## src/rtl/mem_log_ctrl.sv

```systemverilog
// Capture/readout controller for the logger block RAM: fills the RAM with one
// burst of samples from address 0, then streams it back on a valid/ready port.
module mem_log_ctrl #(
  parameter int RAM_WIDTH     = 32,
  parameter int RAM_ADDR_NBIT = 15
) (
  input  logic                     clk,
  input  logic                     i_rst_n,
  input  logic                     i_start,
  input  logic                     i_clear,
  input  logic                     i_sample_valid,
  input  logic [RAM_WIDTH-1:0]     i_sample,
  input  logic                     i_read_start,
  output logic                     o_ram_we,
  output logic [RAM_ADDR_NBIT-1:0] o_ram_waddr,
  output logic [RAM_WIDTH-1:0]     o_ram_wdata,
  output logic                     o_ram_re,
  output logic [RAM_ADDR_NBIT-1:0] o_ram_raddr,
  input  logic [RAM_WIDTH-1:0]     i_ram_rdata,
  output logic [RAM_WIDTH-1:0]     o_out_data,
  output logic                     o_out_valid,
  input  logic                     i_out_ready,
  output logic                     o_busy,
  output logic                     o_full,
  output logic                     o_done
);

  typedef enum logic [2:0] {
    S_IDLE,
    S_CAPTURE,
    S_FULL,
    S_RD_REQ,
    S_RD_WAIT,
    S_RD_OUT
  } state_e;

  localparam logic [RAM_ADDR_NBIT-1:0] LAST_ADDR = '1;

  state_e                   state_q, state_d;
  logic [RAM_ADDR_NBIT-1:0] wptr_q, wptr_d;
  logic [RAM_ADDR_NBIT-1:0] rptr_q, rptr_d;
  logic [RAM_WIDTH-1:0]     out_data_q, out_data_d;
  logic                     out_valid_q, out_valid_d;
  logic                     done_q, done_d;
  logic                     wr_fire;
  logic                     out_fire;

  // A write issues on any valid sample in CAPTURE, even alongside i_clear.
  assign wr_fire  = (state_q == S_CAPTURE) && i_sample_valid;
  assign out_fire = (state_q == S_RD_OUT) && i_out_ready;

  // NOTE: sequential state uses non-blocking assignments only, so every
  // register samples the pre-edge values of the others.
  always_ff @(posedge clk or negedge i_rst_n) begin
    if (!i_rst_n) begin
      state_q <= S_IDLE;
    end else begin
      state_q <= state_d;
    end
  end

  // NOTE: every always_comb output gets a default first so no latch is inferred.
  always_comb begin
    state_d = state_q;
    if (i_clear) begin
      state_d = S_IDLE;
    end else begin
      unique case (state_q)
        S_IDLE:    if (i_start) state_d = S_CAPTURE;
        S_CAPTURE: if (wr_fire && (wptr_q == LAST_ADDR)) state_d = S_FULL;
        S_FULL: begin
          if (i_start)           state_d = S_CAPTURE;
          else if (i_read_start) state_d = S_RD_REQ;
        end
        S_RD_REQ:  state_d = S_RD_WAIT;
        S_RD_WAIT: state_d = S_RD_OUT;
        S_RD_OUT:  if (out_fire) state_d = (rptr_q == LAST_ADDR) ? S_FULL : S_RD_REQ;
        default:   state_d = S_IDLE;
      endcase
    end
  end

  always_comb begin
    wptr_d      = wptr_q;
    rptr_d      = rptr_q;
    out_data_d  = out_data_q;
    out_valid_d = out_valid_q;
    done_d      = 1'b0;
    if (wr_fire) wptr_d = wptr_q + 1'b1;
    if (i_clear) begin
      out_valid_d = 1'b0;
    end else begin
      unique case (state_q)
        S_IDLE: if (i_start) wptr_d = '0;
        S_FULL: begin
          if (i_start)           wptr_d = '0;
          else if (i_read_start) rptr_d = '0;
        end
        S_RD_WAIT: begin
          out_data_d  = i_ram_rdata;
          out_valid_d = 1'b1;
        end
        S_RD_OUT: begin
          if (out_fire) begin
            out_valid_d = 1'b0;
            if (rptr_q == LAST_ADDR) done_d = 1'b1;
            else                     rptr_d = rptr_q + 1'b1;
          end
        end
        default: ;
      endcase
    end
  end

  always_ff @(posedge clk or negedge i_rst_n) begin
    if (!i_rst_n) begin
      wptr_q      <= '0;
      rptr_q      <= '0;
      out_data_q  <= '0;
      out_valid_q <= 1'b0;
      done_q      <= 1'b0;
    end else begin
      wptr_q      <= wptr_d;
      rptr_q      <= rptr_d;
      out_data_q  <= out_data_d;
      out_valid_q <= out_valid_d;
      done_q      <= done_d;
    end
  end

  // Addresses and write data are forced to zero whenever their port is idle.
  always_comb begin
    o_ram_we    = wr_fire;
    o_ram_waddr = (state_q == S_CAPTURE) ? wptr_q : '0;
    o_ram_wdata = wr_fire ? i_sample : '0;
    o_ram_re    = (state_q == S_RD_REQ);
    o_ram_raddr = (state_q == S_RD_REQ) ? rptr_q : '0;
    o_out_data  = out_data_q;
    o_out_valid = out_valid_q;
    o_busy      = (state_q == S_CAPTURE) || (state_q == S_RD_REQ) ||
                  (state_q == S_RD_WAIT) || (state_q == S_RD_OUT);
    o_full      = (state_q == S_FULL);
    o_done      = done_q;
  end

endmodule

```

## config.mk

```make
export PLATFORM = sky130hd
export DESIGN_NAME = mem_log_ctrl
export DESIGN_NICKNAME = d
export VERILOG_FILES = /design/src/rtl/mem_log_ctrl.sv
export SDC_FILE = /design/constraint.sdc
export NUM_CORES = 1
export LEC_CHECK = 0
export ABC_AREA = 1
export CAP_MARGIN = 10
export CORE_ASPECT_RATIO = 0.6
export CORE_MARGIN = 4
export CORE_UTILIZATION = 38
export CTS_BUF_LIST = sky130_fd_sc_hd__clkbuf_16
export CTS_CLUSTER_SIZE = 12
export DETAILED_ROUTE_END_ITERATION = 16
export GPL_TIMING_DRIVEN = 0
export PLACE_DENSITY = 0.84
export SLEW_MARGIN = 20
export SYNTH_ARGS = -nofsm -noshare
export SYNTH_HDL_FRONTEND = slang
export SYNTH_SLANG_ARGS = --single-unit
```

## constraint.sdc

```tcl
create_clock -name clk -period 1.4 [get_ports clk]
set_input_delay 0.28 -clock clk [delete_from_list [all_inputs] [get_ports clk]]
set_output_delay 0.28 -clock clk [all_outputs]
set_load 0.005 [all_outputs]
```

==> run summary <==
Detailed Place HPWL - 9120 um
failing checks - negative setup slack
met2 wire len - 7630 um
CTS tree - built
Synth Area in XOR/XNOR - 2.99%
FF-to-FF path depth - 9
clock root cell - clkbuf_16
most used cell, CP - buf_6
HP Class - in2async
Port Buffers - 169
Via density - 4.97
final setup margin - -0.488 ns
routability congestion estimate from global placement - 0.907
initial DRC count - 331
synthesized area per cell - 8.00 sq um
nets - 785
DRT Pass-1 Iters - 5
Via Count - 4213
most common cell in the netlist - nor2_1
Pleak - 3.58 nW
WS Path Type - reg2reg
Die Y - 85.6 um
most frequent cells after synthesis - nor2_1 (105), inv_1 (81), nand2_1 (75)
maximum vdd drop - 1100 uV
endpoints failing hold - 0
Adder-Cell Fraction of Synth Area - 0.657%
final period utilization - 135%
synthesized area - 3810 sq um
Tot Pwr - 10.0 mW
die width - 137 um
clock sink count - 67
number of synthesized flops with an enable pin - 0
crit start category - flop
Met1 Wirelength - 5480 um
WP buf/inv - 4
Clock Tree Buf Depth - 2
Max-slew headroom - 71.6%
ys async rst share - 100%
Synth Area in Compound Gates - 4.37%
Overall Global Routing Usage - 23.5%
first-pass GRT wire length - 21700 um
die area - 11700 sq um
Slew @ Worst Pin - 0.422 ns
initial core utilization - 40.3%
Worst Setup End Kind - flop
TritonCTS Buffers - 9
antenna violations before repair - 0
number of global-route vias before repair - 4207
synth top area cells - dfrtp_1 (44%), nor2_1 (10%), inv_1 (8.0%), nand2_1 (7.4%), mux2_2 (6.5%)
share of cells above drive strength 1 - 42.8%
sequential element share of the synthesized area - 44.0%
diode count - 0
routed wl met3 - 1520 um
Top FF cell, synth - dfrtp_1
FILL cells - 629
highest metal layer with signal wires - met4
worst clock skew - 0.00640 ns
final wirelength - 15000 um
worst-path fanout max - 6
critical-path cell list - inv_4 -> buf_6 -> nand3_4 -> buf_6 -> nor2_4 -> buf_6 -> nand4_1 -> xor2_1 -> nor2_1
largest net degree at the start of global routing - 55
top cell type's share of synthesized area - 44.0%
setup violators final - 131
Worst Path Required - 1.65 ns
Post-Syn Instances - 476
largest family of logic cells by synthesized area - simple AND/OR/NAND/NOR gates
core area - 9460 sq um
slowest stage cell, crit path - dfrtp_2
RSZ-0062 raised after global routing - true
area leader, netlist - dfrtp_1
critical path's top delay family - simple AND/OR/NAND/NOR gates
maximum clock frequency - 530 MHz
grt ovf - 0
Power per Cell Area - 1400 nW/um^2
# rows - 27
library cells used by synthesis - 34
Synth Net Count - 549
Slew Limit Fails - 0
WP depth - 9
WP data arrival - 2.14 ns
largest stage delay on the critical path - 0.45 ns
Post-Place Cells - 776
Synth warnings - 0
outcome - finished, violations left
Worst-Skew Late Latency - 0.34 ns
min cycle time layout - 1.89 ns
fin cells - 847
Area Growth Syn to Fin - 87.3%
drt drc - 0
H-tree depth - 3
Worst-path clk slew - 0.06 ns
Synth Area in Simple Gates - 26.4%
antenna-violating nets left - 0
Max Cap Viol - 0
Yosys reg bits - 67
multiplexer area fraction after synthesis - 10.4%
routed len/inst - 17.7 um
Top Ports - 171
[state kept, by name (all words and copies together), names as in the netlist]
name	cells
o_done	1
o_out_data	32
o_out_valid	1
rptr_q	15
state_q	3
wptr_q	15
[worst register-to-register path, stage by stage (launching register included)]
cell and delay [ns]:
dfrtp_2 0.45, inv_4 0.08, buf_6 0.10, nand3_4 0.13, buf_6 0.15, nor2_4 0.12, buf_6 0.16, nand4_1 0.23
xor2_1 0.23, nor2_1 0.16
[metal layers]
layer | up-vias | track usage (%)
met1 | 2010 | 28.2
met5 | - | 0
met2 | 213 | 39.7
li1 | 1953 | -
met4 | 0 | 5.89
met3 | 37 | 9.38
[power breakdown]
part           switching [mW]  internal [mW]  leakage (nW)
clock                   0.945           1.21         0.136
sequential              0.431           2.49         0.887
combinational            2.30           2.63          2.55
total                    3.68           6.34          3.58
[path summary, 6_finish.rpt]
check / from / to / slack [ns]
hold / removal: i_rst_n / wptr_q[8]$_DFF_PN0_ / 0.36
setup reg to reg: state_q[2]$_DFFE_PN0P_ / wptr_q[12]$_DFF_PN0_ / -0.49
max in group asynchronous: i_rst_n / rptr_q[6]$_DFFE_PN0P_ / 0.50
min in group clk: i_clear / state_q[1]$_DFFE_PN0P_ / 0.39
setup / recovery: state_q[2]$_DFFE_PN0P_ / wptr_q[12]$_DFF_PN0_ / -0.49
hold reg to reg: o_out_data[10]$_DFFE_PN0P_ / o_out_data[10]$_DFFE_PN0P_ / 0.50
[area by class of cell]
cell class	instances	area, sq um	area share, %
repair buffers	225	2040	28.6
flip-flops and latches	67	1680	23.6
clock buffers	9	225	3.16
plain buffers	12	179	2.51
repair inverters	1	6.26	0.0877
clock inverters	7	52.6	0.737
inverters	87	352	4.93
well taps	130	163	2.28
multi-input cells	309	2430	34.1
[repair_timing]
item / in CTS / in global routing
buffers inserted: 35 / 11
gates resized for setup: 416 / 134
setup endpoints to repair: 163 / 133
endpoints found under the hold margin: 13 / 0
hold buffers: 1 / 0
gates cloned: 10 / 1
pin swaps: 15 / 20
[kinds of logic (layout without fill, tap and decap cells)]
| logic type | Yosys count | count (layout) |
|---|---|---|
| xor gates and xnor gates | 13 | 13 |
| adders and majority gates | 2 | 2 |
| muxes | 32 | 32 |
| DFF | 67 | 67 |
| buffers and inverters | 100 | 341 |
| AOI/OAI and AO/OA | 32 | 32 |
| and+or+nand+nor | 230 | 230 |
[layout by cell type, fill, tap and decap left out, types with 3 or more instances in the layout]
master and n:
dfrtp_2 3, mux2_4 32, nand3_4 7, inv_4 5, buf_16 5, o21ai_1 7, o21ai_2 8, nor2_2 15
nor2_1 43, buf_2 57, nand2_4 5, buf_4 23, nand4_1 6, dfrtp_1 64, buf_6 33, nor3_1 5
nor2_4 50, xor2_1 13, o21ai_0 4, clkbuf_16 10, buf_8 9, a21oi_1 8, dlygate4sd2_1 34, nor3_2 5
buf_12 5, nand2_1 61, clkdlybuf4s50_1 68, nand3_1 12, inv_1 79, nand2_2 12
[stage by stage]
step / setup TNS [ns] / utilization (%) / setup WS, ns / instance area (sq um) / hold WS [ns]
2_1_floorplan: -3.06 / - / -0.0986 / 3930 / -0.0156
3_3_place_gp: -209.26 / 61.1 / -2.22 / 5780 / 0.487
3_5_place_dp: -63.71 / 61.4 / -1.00 / 5810 / 0.153
4_1_cts: -41.65 / 70.0 / -0.444 / 6620 / 0.352
5_1_grt: -51.62 / 75.4 / -0.523 / 7130 / 0.369
6_report: -44.16 / 75.4 / -0.488 / 7130 / 0.359
No activity file was read; power rests on OpenSTA's default activity.
